### src/rtl/fnd_pkg.sv
// Shared glyph constants and helpers for the multiplexed seven-segment driver.
// Glyphs are stored active-low in {a,b,c,d,e,f,g} order.
package fnd_pkg;

  typedef logic [6:0] glyph_t;

  localparam int MAX_DIGITS = 8;

  localparam glyph_t GLYPH_0     = 7'b0000001;
  localparam glyph_t GLYPH_1     = 7'b1001111;
  localparam glyph_t GLYPH_2     = 7'b0010010;
  localparam glyph_t GLYPH_3     = 7'b0000110;
  localparam glyph_t GLYPH_4     = 7'b1001100;
  localparam glyph_t GLYPH_5     = 7'b0100100;
  localparam glyph_t GLYPH_6     = 7'b0100000;
  localparam glyph_t GLYPH_7     = 7'b0001111;
  localparam glyph_t GLYPH_8     = 7'b0000000;
  localparam glyph_t GLYPH_9     = 7'b0000100;
  localparam glyph_t GLYPH_A     = 7'b0001000;
  localparam glyph_t GLYPH_B     = 7'b1100000;
  localparam glyph_t GLYPH_C     = 7'b0110001;
  localparam glyph_t GLYPH_D     = 7'b1000010;
  localparam glyph_t GLYPH_E     = 7'b0110000;
  localparam glyph_t GLYPH_F     = 7'b0111000;
  localparam glyph_t GLYPH_BLANK = 7'b1111111;

  // Active-high one-hot of idx, restricted to the first n digit positions.
  function automatic logic [MAX_DIGITS-1:0] onehot(input logic [2:0] idx, input int n);
    logic [MAX_DIGITS-1:0] r;
    r = '0;
    for (int i = 0; i < MAX_DIGITS; i++) begin
      if ((i < n) && (idx == 3'(i))) r[i] = 1'b1;
    end
    return r;
  endfunction

endpackage

### src/rtl/fnd_scan_driver_if.sv
// Datapath-side and pin-side signals of the FND scan driver.
// master = the logic feeding values in; slave = the driver itself.
interface fnd_scan_driver_if #(
  parameter int NUM_DIGITS = 4
);

  logic                    en;
  logic [4*NUM_DIGITS-1:0] value;
  logic [NUM_DIGITS-1:0]   dp_in;
  logic                    load;
  logic [6:0]              seg;
  logic                    dp;
  logic [NUM_DIGITS-1:0]   an;
  logic                    frame_done;

  modport master (
    output en, value, dp_in, load,
    input  seg, dp, an, frame_done
  );

  modport slave (
    input  en, value, dp_in, load,
    output seg, dp, an, frame_done
  );

endinterface

### src/rtl/fnd_glyph_rom.sv
// Nibble to active-low seven-segment glyph; hex_mode enables A..F,
// otherwise nibbles above 9 and any blanked digit read as all segments off.
module fnd_glyph_rom
  import fnd_pkg::*;
(
  input  logic [3:0] nibble,
  input  logic       hex_mode,
  input  logic       blank,
  output glyph_t     glyph
);

  always_comb begin
    glyph = GLYPH_BLANK;
    if (!blank) begin
      case (nibble)
        4'h0:    glyph = GLYPH_0;
        4'h1:    glyph = GLYPH_1;
        4'h2:    glyph = GLYPH_2;
        4'h3:    glyph = GLYPH_3;
        4'h4:    glyph = GLYPH_4;
        4'h5:    glyph = GLYPH_5;
        4'h6:    glyph = GLYPH_6;
        4'h7:    glyph = GLYPH_7;
        4'h8:    glyph = GLYPH_8;
        4'h9:    glyph = GLYPH_9;
        4'hA:    glyph = hex_mode ? GLYPH_A : GLYPH_BLANK;
        4'hB:    glyph = hex_mode ? GLYPH_B : GLYPH_BLANK;
        4'hC:    glyph = hex_mode ? GLYPH_C : GLYPH_BLANK;
        4'hD:    glyph = hex_mode ? GLYPH_D : GLYPH_BLANK;
        4'hE:    glyph = hex_mode ? GLYPH_E : GLYPH_BLANK;
        4'hF:    glyph = hex_mode ? GLYPH_F : GLYPH_BLANK;
        default: glyph = GLYPH_BLANK;
      endcase
    end
  end

endmodule

### src/rtl/fnd_scan_driver.sv
// Time-multiplexed NUM_DIGITS-digit FND driver: prescaled digit scan, guard blanking,
// frame-aligned value latching, leading-zero suppression and selectable pin polarity.
module fnd_scan_driver
  import fnd_pkg::*;
#(
  parameter int NUM_DIGITS    = 4,
  parameter int SCAN_DIV      = 100000,
  parameter int GUARD         = 16,
  parameter int COMMON_ANODE  = 1,
  parameter int HEX_MODE      = 0,
  parameter int BLANK_LEADING = 1
) (
  input  logic             clk,
  input  logic             rst,
  fnd_scan_driver_if.slave bus
);

  localparam int PW = $clog2(SCAN_DIV);
  localparam int IW = (NUM_DIGITS > 1) ? $clog2(NUM_DIGITS) : 1;
  localparam int VW = 4 * NUM_DIGITS;

  localparam logic [PW-1:0] PRESC_LAST = PW'(SCAN_DIV - 1);
  localparam logic [PW-1:0] GUARD_END  = PW'(GUARD);
  localparam logic [IW-1:0] IDX_LAST   = IW'(NUM_DIGITS - 1);
  localparam logic          OFF        = (COMMON_ANODE != 0);
  localparam logic          HEX_ON     = (HEX_MODE != 0);
  localparam logic          BLANK_ON   = (BLANK_LEADING != 0);

  logic [PW-1:0]         presc_q, presc_d;
  logic [IW-1:0]         idx_q, idx_d;
  logic [VW-1:0]         shadow_val_q, shadow_val_d;
  logic [NUM_DIGITS-1:0] shadow_dp_q, shadow_dp_d;
  logic                  pend_q, pend_d;
  logic [VW-1:0]         pend_val_q, pend_val_d;
  logic [NUM_DIGITS-1:0] pend_dp_q, pend_dp_d;
  logic [6:0]            seg_q, seg_d;
  logic                  dp_q, dp_d;
  logic [NUM_DIGITS-1:0] an_q, an_d;
  logic                  frame_done_q, frame_done_d;

  logic                  slot_end;
  logic                  wrap;
  logic                  nz_above;
  logic [NUM_DIGITS-1:0] blank_mask;
  logic [3:0]            cur_nibble;
  logic                  cur_blank;
  logic                  cur_dp;
  logic [NUM_DIGITS-1:0] an_hot;
  glyph_t                glyph;

  // Wrap is detected by compare so any digit count and divider are legal.
  always_comb begin
    slot_end = bus.en && (presc_q == PRESC_LAST);
    wrap     = slot_end && (idx_q == IDX_LAST);
    presc_d  = presc_q;
    idx_d    = idx_q;
    if (bus.en) begin
      presc_d = slot_end ? '0 : presc_q + PW'(1);
    end
    if (slot_end) begin
      idx_d = wrap ? '0 : idx_q + IW'(1);
    end
  end

  // Shadow only changes on the frame wrap, so one frame never mixes old and new data.
  always_comb begin
    pend_d       = pend_q;
    pend_val_d   = pend_val_q;
    pend_dp_d    = pend_dp_q;
    shadow_val_d = shadow_val_q;
    shadow_dp_d  = shadow_dp_q;
    if (bus.load) begin
      pend_d     = 1'b1;
      pend_val_d = bus.value;
      pend_dp_d  = bus.dp_in;
    end
    if (wrap) begin
      if (bus.load) begin
        shadow_val_d = bus.value;
        shadow_dp_d  = bus.dp_in;
      end else if (pend_q) begin
        shadow_val_d = pend_val_q;
        shadow_dp_d  = pend_dp_q;
      end
      pend_d = 1'b0;
    end
  end

  // Walk from the top digit down; a digit is leading-blank until a nonzero nibble is seen.
  always_comb begin
    nz_above   = 1'b0;
    blank_mask = '0;
    for (int i = NUM_DIGITS - 1; i >= 0; i--) begin
      nz_above      = nz_above | (shadow_val_q[4*i +: 4] != 4'h0);
      blank_mask[i] = BLANK_ON && (i > 0) && !nz_above;
    end
    cur_nibble = 4'h0;
    cur_blank  = 1'b0;
    cur_dp     = 1'b0;
    for (int i = 0; i < NUM_DIGITS; i++) begin
      if (idx_q == IW'(i)) begin
        cur_nibble = shadow_val_q[4*i +: 4];
        cur_blank  = blank_mask[i];
        cur_dp     = shadow_dp_q[i];
      end
    end
  end

  fnd_glyph_rom u_glyph_rom (
    .nibble   (cur_nibble),
    .hex_mode (HEX_ON),
    .blank    (cur_blank),
    .glyph    (glyph)
  );

  // Everything below is active-high until the single polarity flip at the output register.
  always_comb begin
    an_hot = '0;
    if (bus.en && (presc_q >= GUARD_END)) begin
      an_hot = NUM_DIGITS'(onehot(3'(idx_q), NUM_DIGITS));
    end
    seg_d        = OFF ? glyph : ~glyph;
    dp_d         = OFF ? ~cur_dp : cur_dp;
    an_d         = OFF ? ~an_hot : an_hot;
    frame_done_d = wrap;
  end

  always_ff @(posedge clk) begin
    if (rst) begin
      presc_q      <= '0;
      idx_q        <= '0;
      shadow_val_q <= '0;
      shadow_dp_q  <= '0;
      pend_q       <= 1'b0;
      pend_val_q   <= '0;
      pend_dp_q    <= '0;
      seg_q        <= {7{OFF}};
      dp_q         <= OFF;
      an_q         <= {NUM_DIGITS{OFF}};
      frame_done_q <= 1'b0;
    end else begin
      presc_q      <= presc_d;
      idx_q        <= idx_d;
      shadow_val_q <= shadow_val_d;
      shadow_dp_q  <= shadow_dp_d;
      pend_q       <= pend_d;
      pend_val_q   <= pend_val_d;
      pend_dp_q    <= pend_dp_d;
      seg_q        <= seg_d;
      dp_q         <= dp_d;
      an_q         <= an_d;
      frame_done_q <= frame_done_d;
    end
  end

  assign bus.seg        = seg_q;
  assign bus.dp         = dp_q;
  assign bus.an         = an_q;
  assign bus.frame_done = frame_done_q;

endmodule
### src/flat_wrapper.sv
// flat-port wrapper written by rule: the top's interface ports become plain ports
module fnd_scan_driver_flat import fnd_pkg::*;
#(
  parameter int NUM_DIGITS    = 4,
  parameter int SCAN_DIV      = 100000,
  parameter int GUARD         = 16,
  parameter int COMMON_ANODE  = 1,
  parameter int HEX_MODE      = 0,
  parameter int BLANK_LEADING = 1
)
  (clk, rst, bus_en, bus_value, bus_dp_in, bus_load, bus_seg, bus_dp, bus_an, bus_frame_done);
  fnd_scan_driver_if #(.NUM_DIGITS(NUM_DIGITS)) bus_i ();
  input  logic clk;
  input  logic rst;
  input wire logic [$bits(bus_i.en)-1:0] bus_en;
  input wire logic [$bits(bus_i.value)-1:0] bus_value;
  input wire logic [$bits(bus_i.dp_in)-1:0] bus_dp_in;
  input wire logic [$bits(bus_i.load)-1:0] bus_load;
  output wire logic [$bits(bus_i.seg)-1:0] bus_seg;
  output wire logic [$bits(bus_i.dp)-1:0] bus_dp;
  output wire logic [$bits(bus_i.an)-1:0] bus_an;
  output wire logic [$bits(bus_i.frame_done)-1:0] bus_frame_done;
  assign bus_i.en = bus_en;
  assign bus_i.value = bus_value;
  assign bus_i.dp_in = bus_dp_in;
  assign bus_i.load = bus_load;
  assign bus_seg = bus_i.seg;
  assign bus_dp = bus_i.dp;
  assign bus_an = bus_i.an;
  assign bus_frame_done = bus_i.frame_done;
  fnd_scan_driver #(.NUM_DIGITS(NUM_DIGITS), .SCAN_DIV(SCAN_DIV), .GUARD(GUARD), .COMMON_ANODE(COMMON_ANODE), .HEX_MODE(HEX_MODE), .BLANK_LEADING(BLANK_LEADING)) u_core (.clk(clk), .rst(rst), .bus(bus_i));
endmodule
### config.mk
export PLATFORM = sky130hd
export DESIGN_NAME = fnd_scan_driver_flat
export DESIGN_NICKNAME = d
export VERILOG_FILES = /design/src/rtl/fnd_pkg.sv /design/src/rtl/fnd_scan_driver_if.sv /design/src/rtl/fnd_glyph_rom.sv /design/src/rtl/fnd_scan_driver.sv /design/src/flat_wrapper.sv
export SDC_FILE = /design/constraint.sdc
export NUM_CORES = 1
export LEC_CHECK = 0
export BUFFER_PORTS_ARGS = -buffer_cell sky130_fd_sc_hd__buf_2
export CAP_MARGIN = 20
export CORE_ASPECT_RATIO = 1.75
export CORE_MARGIN = 2
export CORE_UTILIZATION = 57
export CTS_BUF_LIST = sky130_fd_sc_hd__clkbuf_16
export DETAILED_ROUTE_END_ITERATION = 10
export GPL_TIMING_DRIVEN = 0
export PLACE_DENSITY_LB_ADDON = 0.2
export SLEW_MARGIN = 0
export SYNTH_ARGS = -nofsm -noshare
export SYNTH_HDL_FRONTEND = slang
export SYNTH_SLANG_ARGS = --single-unit
### constraint.sdc
create_clock -name clk -period 2.48 [get_ports clk]
set_clock_uncertainty 0.2 [all_clocks]
set_input_delay 0.124 -clock clk [delete_from_list [all_inputs] [get_ports clk]]
set_output_delay 0.124 -clock clk [all_outputs]
set_load 0.02 [all_outputs]
* After elaboration in Yosys (flattened, before gate mapping)
Cells that the tools add are included.
Storage, ports and cells: flip-flop bits (word level) 73, bits in latches 0, RAM bits 0, bits in read-only memories 0, word-level logic and storage cells 76, memories 0
Cells by class: $add $sub $neg 2, multipliers 0, divide/modulo/power cells 0, magnitude comparators 1, equality and inequality tests 19, shift-type cells 0, muxes and demuxes 23, bitwise gates (word level) 4, reductions and logical operators 16
Operator list (number):
- one-hot mux 7 bit (11 select lines) | 1
- == test 4 bit (second input constant) | 8
- 2-to-1 mux 16 bit | 2
- 2-to-1 mux 4 bit | 7
- adder 17 x 1 -> 17 bit (second input constant) | 1
- == test 17 bit (second input constant) | 1
- greater-or-equal comparator 17 x 5 -> 1 bit (second input constant) | 1
- 2-to-1 mux 17 bit | 1
- == test 4 x 3 -> 1 bit (second input constant) | 4
- nonzero test 4 bit | 3
- 2-to-1 mux 1 bit | 11
- == test 4 x 2 -> 1 bit (second input constant) | 2
- OR reduction 6 bit | 1
- == test 2 bit (second input constant) | 2
- == test 4 x 1 -> 1 bit (second input constant) | 1
- zero test 4 bit | 1
- inverter 4 bit | 1
- OR reduction 2 bit | 2
- logical AND 1 bit | 3
- zero test 1 bit | 3
- adder 2 x 1 -> 2 bit (second input constant) | 1
- == test 2 x 1 -> 1 bit (second input constant) | 1
- zero test 2 bit | 1
- 2-to-1 mux 2 bit | 1
- other kinds (4) | 5

* Longest topological paths before layout
Gate-level depths: netlist (run 1).
depth in word-level cells 8, mapped depth 9, depth with buffers taken out 8

* By module
Synthesis (run 1) repeated with hierarchy kept, for this count alone.
Second synthesis, totals: cell total of the unflattened synthesis 365, area, all modules 3437.0 µm²
Modules (own cells, without submodules):
- fnd_scan_driver | times used 1, cells each 317, area an instance 3141.8 µm²
- fnd_glyph_rom | times used 1, cells each 48, area an instance 295.3 µm²

* Least setup slack after synthesis (run 1)
OpenSTA, ideal clock, no wires.
path kind reg2reg, from reg u_core.idx_q[0], to reg u_core.seg_q[6], in the netlist u_core.bus.seg[6], arrival 1.911 ns, slack 0.236 ns, stages on the path, launching flop included 10, buffers on the path 1, cells stage by stage dfxtp_1 inv_1 ha_1 or2_0 buf_2 a221oi_1 nor2_2 and2_1 o32ai_1 nand2_1
Between the ends: cells in the longest elaborated chain, start to end 8, elaborated cells on any way between the ends 30, those cells by class eq/ne: 18; mux: 8; reduce/logical: 4
Ends and longest elaborated chain:
- start: declaration | RTL line fnd_scan_driver.sv:30 | logic [IW-1:0] idx_q, idx_d;
- start signal: assignment | RTL line fnd_scan_driver.sv:143 | idx_q <= idx_d;
- zero test 2 bit | RTL line fnd_scan_driver.sv:101 | if (idx_q == IW'(i)) begin
- 2-to-1 mux 4 bit (4 in series) | RTL line fnd_scan_driver.sv:101
- == test 4 bit | RTL line fnd_glyph_rom.sv:15 | case (nibble)
- OR reduction 6 bit (no source line)
- one-hot mux 7 bit (11 select lines) | RTL line fnd_glyph_rom.sv:15
- end signal: assignment | RTL line fnd_scan_driver.sv:137 | seg_q <= {7{OFF}};
- end signal: assignment | RTL line fnd_scan_driver.sv:149 | seg_q <= seg_d;
- end: declaration | RTL line fnd_scan_driver.sv:36 | logic [6:0] seg_q, seg_d;
Parallel ways exist; a longest one is shown, timed or not. A chain may end at the register's enable or synchronous reset.

* Worst setup path in the final report (run 1)
Same ends and word-level chain as after synthesis.

==> impl_metrics.env, run 1 <==
export IMPL_ctsRootBufferMaster="sky130_fd_sc_hd__clkbuf_16"
export IMPL_synth_top_cells_by_count="73 x sky130_fd_sc_hd__dfxtp_1, 70 x sky130_fd_sc_hd__nor2_1, 23 x sky130_fd_sc_hd__mux2i_1"
export IMPL_synth_edf_count=0
export IMPL_achievable_frequency_ghz=0.430
export IMPL_timing_setup_tns_ps=0
export IMPL_number_of_h_tree_levels=3
export IMPL_dominantRegCellSynth="sky130_fd_sc_hd__dfxtp_1"
export IMPL_critical_path_max_stage_delay_ps=360
export IMPL_detail_route_wirelength_mm=6.66
export IMPL_timing_critical_path_to_type="flop"
export IMPL_placed_area_um2=3360
export IMPL_dr_total_vias=2522
export IMPL_tritoncts_clock_tree="done"
export IMPL_sequential_share_of_the_synthesized_area_pct=46.9
export IMPL_die_width_um=59.9
export IMPL_fp_coreArea_um2=5260
export IMPL_crit_reg2reg_launch="u_core.idx_q[0]"
export IMPL_global_route_peak_usage_layer="met2"
export IMPL_slowest_stage="sky130_fd_sc_hd__dfxtp_2"
export IMPL_synth_area_leader_cell="sky130_fd_sc_hd__dfxtp_1"
export IMPL_multi_input_comb_area_um2=1590
export IMPL_setup_violations_final=0
export IMPL_rsz_0062_raised_after_global_routing="false"
export IMPL_start_kind="flop"
export IMPL_gr_usage_met3_pct=5.75
export IMPL_overflow=0
export IMPL_clk_latency_ps=330
export IMPL_pwr_density_nw_per_um2=631
export IMPL_synthDominantCellAreaShare_pct=46.9
export IMPL_grt_first_pass_wirelength_mm=10.8
export IMPL_number_of_antenna_violations_at_the_first_check_in_global_routing=0
export IMPL_post_synth_instance_area_um2=3110
export IMPL_finish_utilization_pct=73.6
export IMPL_die_height_um=102
export IMPL_ys_async_sr_fraction_pct=0
export IMPL_peakVddDrop_uv=469
export IMPL_worst_ep_required_time_ps=2470
export IMPL_detail_route_first_pass_iterations=4
export IMPL_criticalPathCategory="reg2reg"
export IMPL_static_leakage_uw=0.00154
export IMPL_cap_viol_max_count=0
export IMPL_drt_wirelength_per_cell_um=14.9
export IMPL_crit_path_cell_trace="inv_1 > ha_2 > or2_0 > buf_2 > a221oi_4 > a221oi_4 > and2_1 > o32ai_2 > nand2_1"
export IMPL_worstHoldStart="bus_load"
export IMPL_num_io_pins=37
export IMPL_global_route_usage_met1_pct=23.8
export IMPL_portBuffers=35
export IMPL_tcrit_tclk_final_pct=93.7
export IMPL_tightestPinTransition_ps=769
export IMPL_grt_use_total_pct=23.8
export IMPL_report_final_slew_viol_count=0
export IMPL_total_power_uw=2440
export IMPL_grt_max_degree=11
export IMPL_drive_above_1_share_pct=22.6
export IMPL_yosysMostFrequentCell="sky130_fd_sc_hd__dfxtp_1"
export IMPL_groute_layer_met2_usage_pct=43.2
export IMPL_post_synth_num_cell_types=44
export IMPL_register_area_um2=1460
export IMPL_synth_avg_cell_area_um2=9.67
export IMPL_clkSinkCount=73
export IMPL_ys_seq_elements=73
export IMPL_core_rowCount=35
export IMPL_synthesis_instances=322
export IMPL_syn2layout_area_growth_pct=24.3
export IMPL_cts_path_max_buffers=2
export IMPL_postLayoutCellArea_um2=3870
export IMPL_hold_path_class="in2reg"
export IMPL_detail_route_iter0_violations=115
export IMPL_place_hpwl_mm=4.61
export IMPL_first_global_vias=2430
export IMPL_worst_ep_arrival_time_ps=2310
export IMPL_gpl_final_weighted_congestion=0.864
export IMPL_initial_core_util_pct=59.2
export IMPL_residual_drc=0
export IMPL_fin_nets=420
export IMPL_maximum_fanout_along_the_worst_path=7
export IMPL_final_antenna_net_count=0
export IMPL_avgViaCountPerCell=5.63
export IMPL_antenna_cells=0
export IMPL_ys_warnings_count=0
export IMPL_cpMostUsedCell="sky130_fd_sc_hd__a221oi_4"
export IMPL_synth_area_top_cells="sky130_fd_sc_hd__dfxtp_1 47%, sky130_fd_sc_hd__nor2_1 8.4%, sky130_fd_sc_hd__a211oi_2 8.0%"
export IMPL_startpoint="u_core.idx_q[0]"
export IMPL_finalWorstPathRequiredPeriod_ps=2320
export IMPL_report_final_hold_viol_count=0
export IMPL_maxSlewHeadroom_pct=48.7
export IMPL_cts_buffer_count=9
export IMPL_die_area_um2=6090
export IMPL_clock_pin_transition_on_the_worst_setup_and_hold_timing_paths_ps=50
export IMPL_outcome="complete, no violations"
export IMPL_synthesized_net_count=352
export IMPL_layout_filler_cells=383
-- cells in the final DEF, fill, tap and decap left out, types with 2 or more instances in the layout --
master                          netlist  layout
sky130_fd_sc_hd__o221ai_1             3       2
sky130_fd_sc_hd__nand4_1              6       6
sky130_fd_sc_hd__dlygate4sd3_1        0      22
sky130_fd_sc_hd__a221oi_4             1       2
sky130_fd_sc_hd__nor4_1               3       3
sky130_fd_sc_hd__clkbuf_1             5       5
sky130_fd_sc_hd__nand3_1              7       7
sky130_fd_sc_hd__nor3_1               3       3
sky130_fd_sc_hd__mux2i_1             23      23
sky130_fd_sc_hd__dfxtp_1             73      72
sky130_fd_sc_hd__nor2_1              70      70
sky130_fd_sc_hd__a21oi_1              5       5
sky130_fd_sc_hd__xor2_1              12      12
sky130_fd_sc_hd__a22o_1               2       2
sky130_fd_sc_hd__nand2_1             20      20
sky130_fd_sc_hd__o22ai_1              3       3
sky130_fd_sc_hd__ha_1                 6       5
sky130_fd_sc_hd__buf_2                6      41
sky130_fd_sc_hd__o221a_2              2       2
sky130_fd_sc_hd__clkbuf_16            0       9
sky130_fd_sc_hd__xnor2_1              5       5
sky130_fd_sc_hd__clkinv_1             0       2
sky130_fd_sc_hd__o21ai_0              5       5
sky130_fd_sc_hd__and3_1               4       4
sky130_fd_sc_hd__or4_1                2       2
sky130_fd_sc_hd__a211oi_2            20      20
sky130_fd_sc_hd__nand2b_1             4       4
sky130_fd_sc_hd__inv_1                7      10
sky130_fd_sc_hd__buf_4                3       3
sky130_fd_sc_hd__buf_1                3       3
-- registers in the layout, summed over array words and instances (netlist names) --
| signal | cells |
|---|---|
| u_core.presc_q | 17 |
| u_core.bus.seg | 7 |
| u_core.bus.an | 4 |
| u_core.pend_dp_q | 4 |
| u_core.bus.dp | 1 |
| u_core.shadow_val_q | 16 |
| u_core.pend_q | 1 |
| u_core.idx_q | 2 |
| u_core.shadow_dp_q | 4 |
| u_core.pend_val_q | 16 |
| u_core.bus.frame_done | 1 |
-- where the power goes --
group	leakage (uW)	total, uW	switching [uW]	internal [uW]
combinational	0.000813	151	81.8	69.1
sequential	0.000596	1210	9.03	1200
clock	0.000130	1080	431	646
total	0.00154	2440	522	1920
-- per-stage QoR --
stage               setup WS, ps  std cells  hold slack [ps]
floorplan                    236        322             71.2
global placement            32.0        412              204
detailed placement         -58.5        412              212
CTS                         14.1        448             74.6
global route                8.73        448              104
finish                       156        448             78.2
-- layout make-up --
type | instances | share of cell area, %
Multi-Input combinational cell | 225 | 41.1
Sequential cell | 73 | 37.8
Timing Repair Buffer | 57 | 10.2
Clock buffer | 9 | 5.82
Buffer | 17 | 2.13
Tap cell | 55 | 1.78
Inverter | 7 | 0.679
Clock inverter | 5 | 0.485
-- cell families after synthesis --
logic type               synth area share, %
AND/OR/NAND/NOR                         20.3
flip-flops                              46.9
AO/OA/AOI/OAI                           14.7
buffers and inverters                   3.50
multiplexers                            7.40
XOR/XNOR                                4.78
adder cells (fa/ha/maj)                 2.41
-- timing repair --
item,CTS,global route
endpoints found under the setup margin,2,3
gates resized for setup,1,8
hold buffers,22,0
setup buffers,0,0
endpoints found under the hold margin,32,0
-- per-layer routing --
layer / vias to the layer above / share of wire (%)
met5: - / 0
met4: 0 / 2.9
met3: 18 / 3.1
met2: 58 / 55
met1: 1191 / 39
li1: 1255 / -
-- worst max-delay path: cells and delay by family, from the launching register on --
family,cells,cell delay (ps)
buf+inv,2,240
simple gates,3,520
flops,1,360
compound gates,3,610
fa+ha+maj,1,250
-- final timing paths --
check | slack [ps] | depth (start not counted) | end
worst max-delay path | 160 | 9 | u_core.bus.seg[6]
worst min-delay path | 80 | 3 | u_core.pend_val_q[7]
worst max register to register | 160 | 9 | u_core.bus.seg[6]
worst min register to register | 290 | 2 | u_core.pend_q
Note: power is estimated with default switching activity, not from simulation.
==> run 2: changes to the inputs <==
--- a/config.mk
+++ b/config.mk
@@ -9,7 +9,7 @@
 export CAP_MARGIN = 20
 export CORE_ASPECT_RATIO = 1.75
 export CORE_MARGIN = 2
-export CORE_UTILIZATION = 57
+export CORE_UTILIZATION = 40
 export CTS_BUF_LIST = sky130_fd_sc_hd__clkbuf_16
 export DETAILED_ROUTE_END_ITERATION = 10
 export GPL_TIMING_DRIVEN = 0
==> impl_metrics.env, run 2 (synthesis results as in run 1) <==
export IMPL_avgViaCountPerCell=5.05
export IMPL_tightestPinTransition_ps=787
export IMPL_worst_r2r_path_depth=8
export IMPL_overflow=0
export IMPL_fp_coreArea_um2=7570
export IMPL_start_kind="flop"
export IMPL_worst_ep_required_time_ps=2460
export IMPL_die_width_um=70.7
export IMPL_first_global_vias=2495
export IMPL_worst_hold_path_num_cells=3
export IMPL_dr_total_vias=2434
export IMPL_power_frac_comb_pct=5.9
export IMPL_max_flop_register="u_core.presc_q"
export IMPL_drt_wirelength_per_cell_um=14.3
export IMPL_slowest_stage="sky130_fd_sc_hd__o221ai_1"
export IMPL_static_leakage_uw=0.00154
export IMPL_crit_reg2reg_launch="u_core.idx_q[0]"
export IMPL_clk_latency_ps=330
export IMPL_power_net_switching_uw=541
export IMPL_num_io_pins=37
export IMPL_register_area_um2=1460
export IMPL_number_of_antenna_violations_at_the_first_check_in_global_routing=0
export IMPL_setup_violations_final=0
export IMPL_rsz_0062_raised_after_global_routing="true"
export IMPL_die_height_um=121
export IMPL_pwr_density_nw_per_um2=657
export IMPL_grt_first_pass_wirelength_mm=11.6
export IMPL_total_power_uw=2570
export IMPL_timing_hold_worst_endpoint="u_core.pend_val_q[7]"
export IMPL_power_switching_fraction_pct=21.0
export IMPL_final_antenna_net_count=0
export IMPL_final_critical_path_setup_slack_ps=88.2
export IMPL_largest_register_ffs=17
export IMPL_hold_path_class="in2reg"
export IMPL_critical_path_max_stage_delay_ps=450
export IMPL_setup_reg_to_reg_worst_slack_ps=90
export IMPL_grt_use_total_pct=17.4
export IMPL_multi_input_comb_area_um2=1560
export IMPL_postLayoutCellArea_um2=3910
export IMPL_core_rowCount=42
export IMPL_detail_route_iter0_violations=114
export IMPL_achievable_frequency_ghz=0.418
export IMPL_report_final_hold_viol_count=0
export IMPL_initial_core_util_pct=41.1
export IMPL_criticalPathCategory="reg2reg"
export IMPL_report_final_slew_viol_count=0
export IMPL_detail_route_first_pass_iterations=4
export IMPL_cts_buffer_count=9
export IMPL_fin_nets=420
export IMPL_reg_largest_list="u_core.presc_q: 17 flops, u_core.pend_val_q: 16 flops, u_core.shadow_val_q: 16 flops"
export IMPL_gpl_final_weighted_congestion=0.834
export IMPL_peakVddDrop_uv=364
export IMPL_syn2layout_area_growth_pct=25.6
export IMPL_place_hpwl_mm=4.94
export IMPL_number_of_h_tree_levels=3
export IMPL_postCtsSetupRepairBufs=0
export IMPL_final_cell_mix="73 x sky130_fd_sc_hd__dfxtp_1, 70 x sky130_fd_sc_hd__nor2_1, 41 x sky130_fd_sc_hd__buf_2, 23 x sky130_fd_sc_hd__mux2i_1, 22 x sky130_fd_sc_hd__dlygate4sd3_1"
export IMPL_ctsRootBufferMaster="sky130_fd_sc_hd__clkbuf_16"
export IMPL_seq_power_share_pct=47.1
export IMPL_clkSinkCount=73
export IMPL_tcrit_tclk_final_pct=96.4
export IMPL_drive_above_1_share_pct=22.6
export IMPL_timing_critical_path_to_type="flop"
export IMPL_layout_filler_cells=738
export IMPL_worstHoldStart="bus_load"
export IMPL_cap_viol_max_count=0
export IMPL_worst_ep_arrival_time_ps=2380
export IMPL_grt_max_degree=12
export IMPL_tritoncts_clock_tree="done"
export IMPL_timing_rr_end="u_core.bus.seg[3]"
export IMPL_die_area_um2=8530
export IMPL_cts_path_max_buffers=2
export IMPL_clock_power_share_pct=47.0
export IMPL_finalWorstPathRequiredPeriod_ps=2390
export IMPL_detail_route_wirelength_mm=6.90
export IMPL_dp_worst_setup_slack_ps=-9.06
export IMPL_final_common_cell="sky130_fd_sc_hd__dfxtp_1"
export IMPL_crit_path_cell_trace="inv_1 > ha_1 > nor2b_2 > a22o_1 > o221ai_1 > nor2_1 > mux2i_1 > nand4_1"
export IMPL_maximum_fanout_along_the_worst_path=5
export IMPL_portBuffers=35
export IMPL_clock_pin_transition_on_the_worst_setup_and_hold_timing_paths_ps=50
export IMPL_critPathBufInv=1
export IMPL_kind_of_cell_adding_the_most_delay_to_the_critical_path="compound AO/OA/AOI/OAI gates"
export IMPL_internal_power_uw=2030
export IMPL_residual_drc=0
export IMPL_outcome="complete, no violations"
export IMPL_placed_area_um2=3400
export IMPL_maxSlewHeadroom_pct=47.6
export IMPL_antenna_cells=0
[run 2: changes by cell type in the layout (fill, tap and decap cells not counted), sizes merged]
cell	change
clkinv	+2
inv	-2
bufinv	+1
[run 2: worst max path at each step]
stage / start / to / slack, ps / depth (start not counted)
global route: u_core.idx_q[0] / u_core.bus.seg[6] / -60 / 8
global placement: u_core.idx_q[0] / u_core.bus.seg[6] / 20 / 9
finish: u_core.idx_q[0] / u_core.bus.seg[3] / 90 / 8
floorplan: u_core.idx_q[0] / u_core.bus.seg[6] / 240 / 9
detailed placement: u_core.idx_q[0] / u_core.bus.seg[6] / -9 / 9
CTS: u_core.idx_q[0] / u_core.bus.seg[6] / 80 / 9
[run 2: power by group through the flow]
stage / sequential (uW) / clock (uW) / combinational, uW
floorplan: 1240 / 0 / 73.4
finish: 1210 / 1210 / 151
detailed placement: 1240 / 0 / 126
global placement: 1230 / 0 / 124
global route: 1210 / 1280 / 166
CTS: 1210 / 1240 / 153
[run 2: per-layer routing]
metal | up-vias | wire, um | share of wire (%) | track usage, %
met1 | 1140 | 2630 | 38 | 17.3
met4 | 0 | 157 | 2.3 | 8.25
met2 | 29 | 3930 | 57 | 33.0
met5 | - | 0 | 0 | 0
met3 | 11 | 183 | 2.7 | 4.17
li1 | 1254 | - | - | -
[run 2: metrics by stage]
stage                     setup TNS [ps]  utilization [%]  hold WS, ps  std cells
after floorplan                        0                -         71.2        322
after global placement                 0             44.9          211        445
after detailed placement           -9.06             44.9          219        445
after CTS                              0             51.5         37.4        482
after global routing               -57.5             51.7         85.4        482
final                                  0             51.7         37.7        482
[run 2: final cells by class]
class	instances	share of cell area, %
flip-flops and latches	73	37.4
inverters	7	0.672
clock inverters	6	1.31
well taps	88	2.82
repair buffers	57	10.1
multi-input cells	225	39.9
plain buffers	17	2.11
clock buffers	9	5.76
[run 2: worst reg2reg max path, delay by kind of cell, from the launching register on]
family	cells	cell delay [ps]
buffers and inverters	1	90
adder cells (fa/ha/maj)	1	250
multiplexers	1	210
flip-flops	1	400
AND/OR/NAND/NOR	3	420
AO/OA/AOI/OAI	2	670
[run 2: repair_timing]
action                                 CTS  global route
endpoints found under the hold margin   33             0
setup endpoints to repair                2             5
pin swaps                                0             0
gates resized for setup                  1             3
hold buffers                            22             0
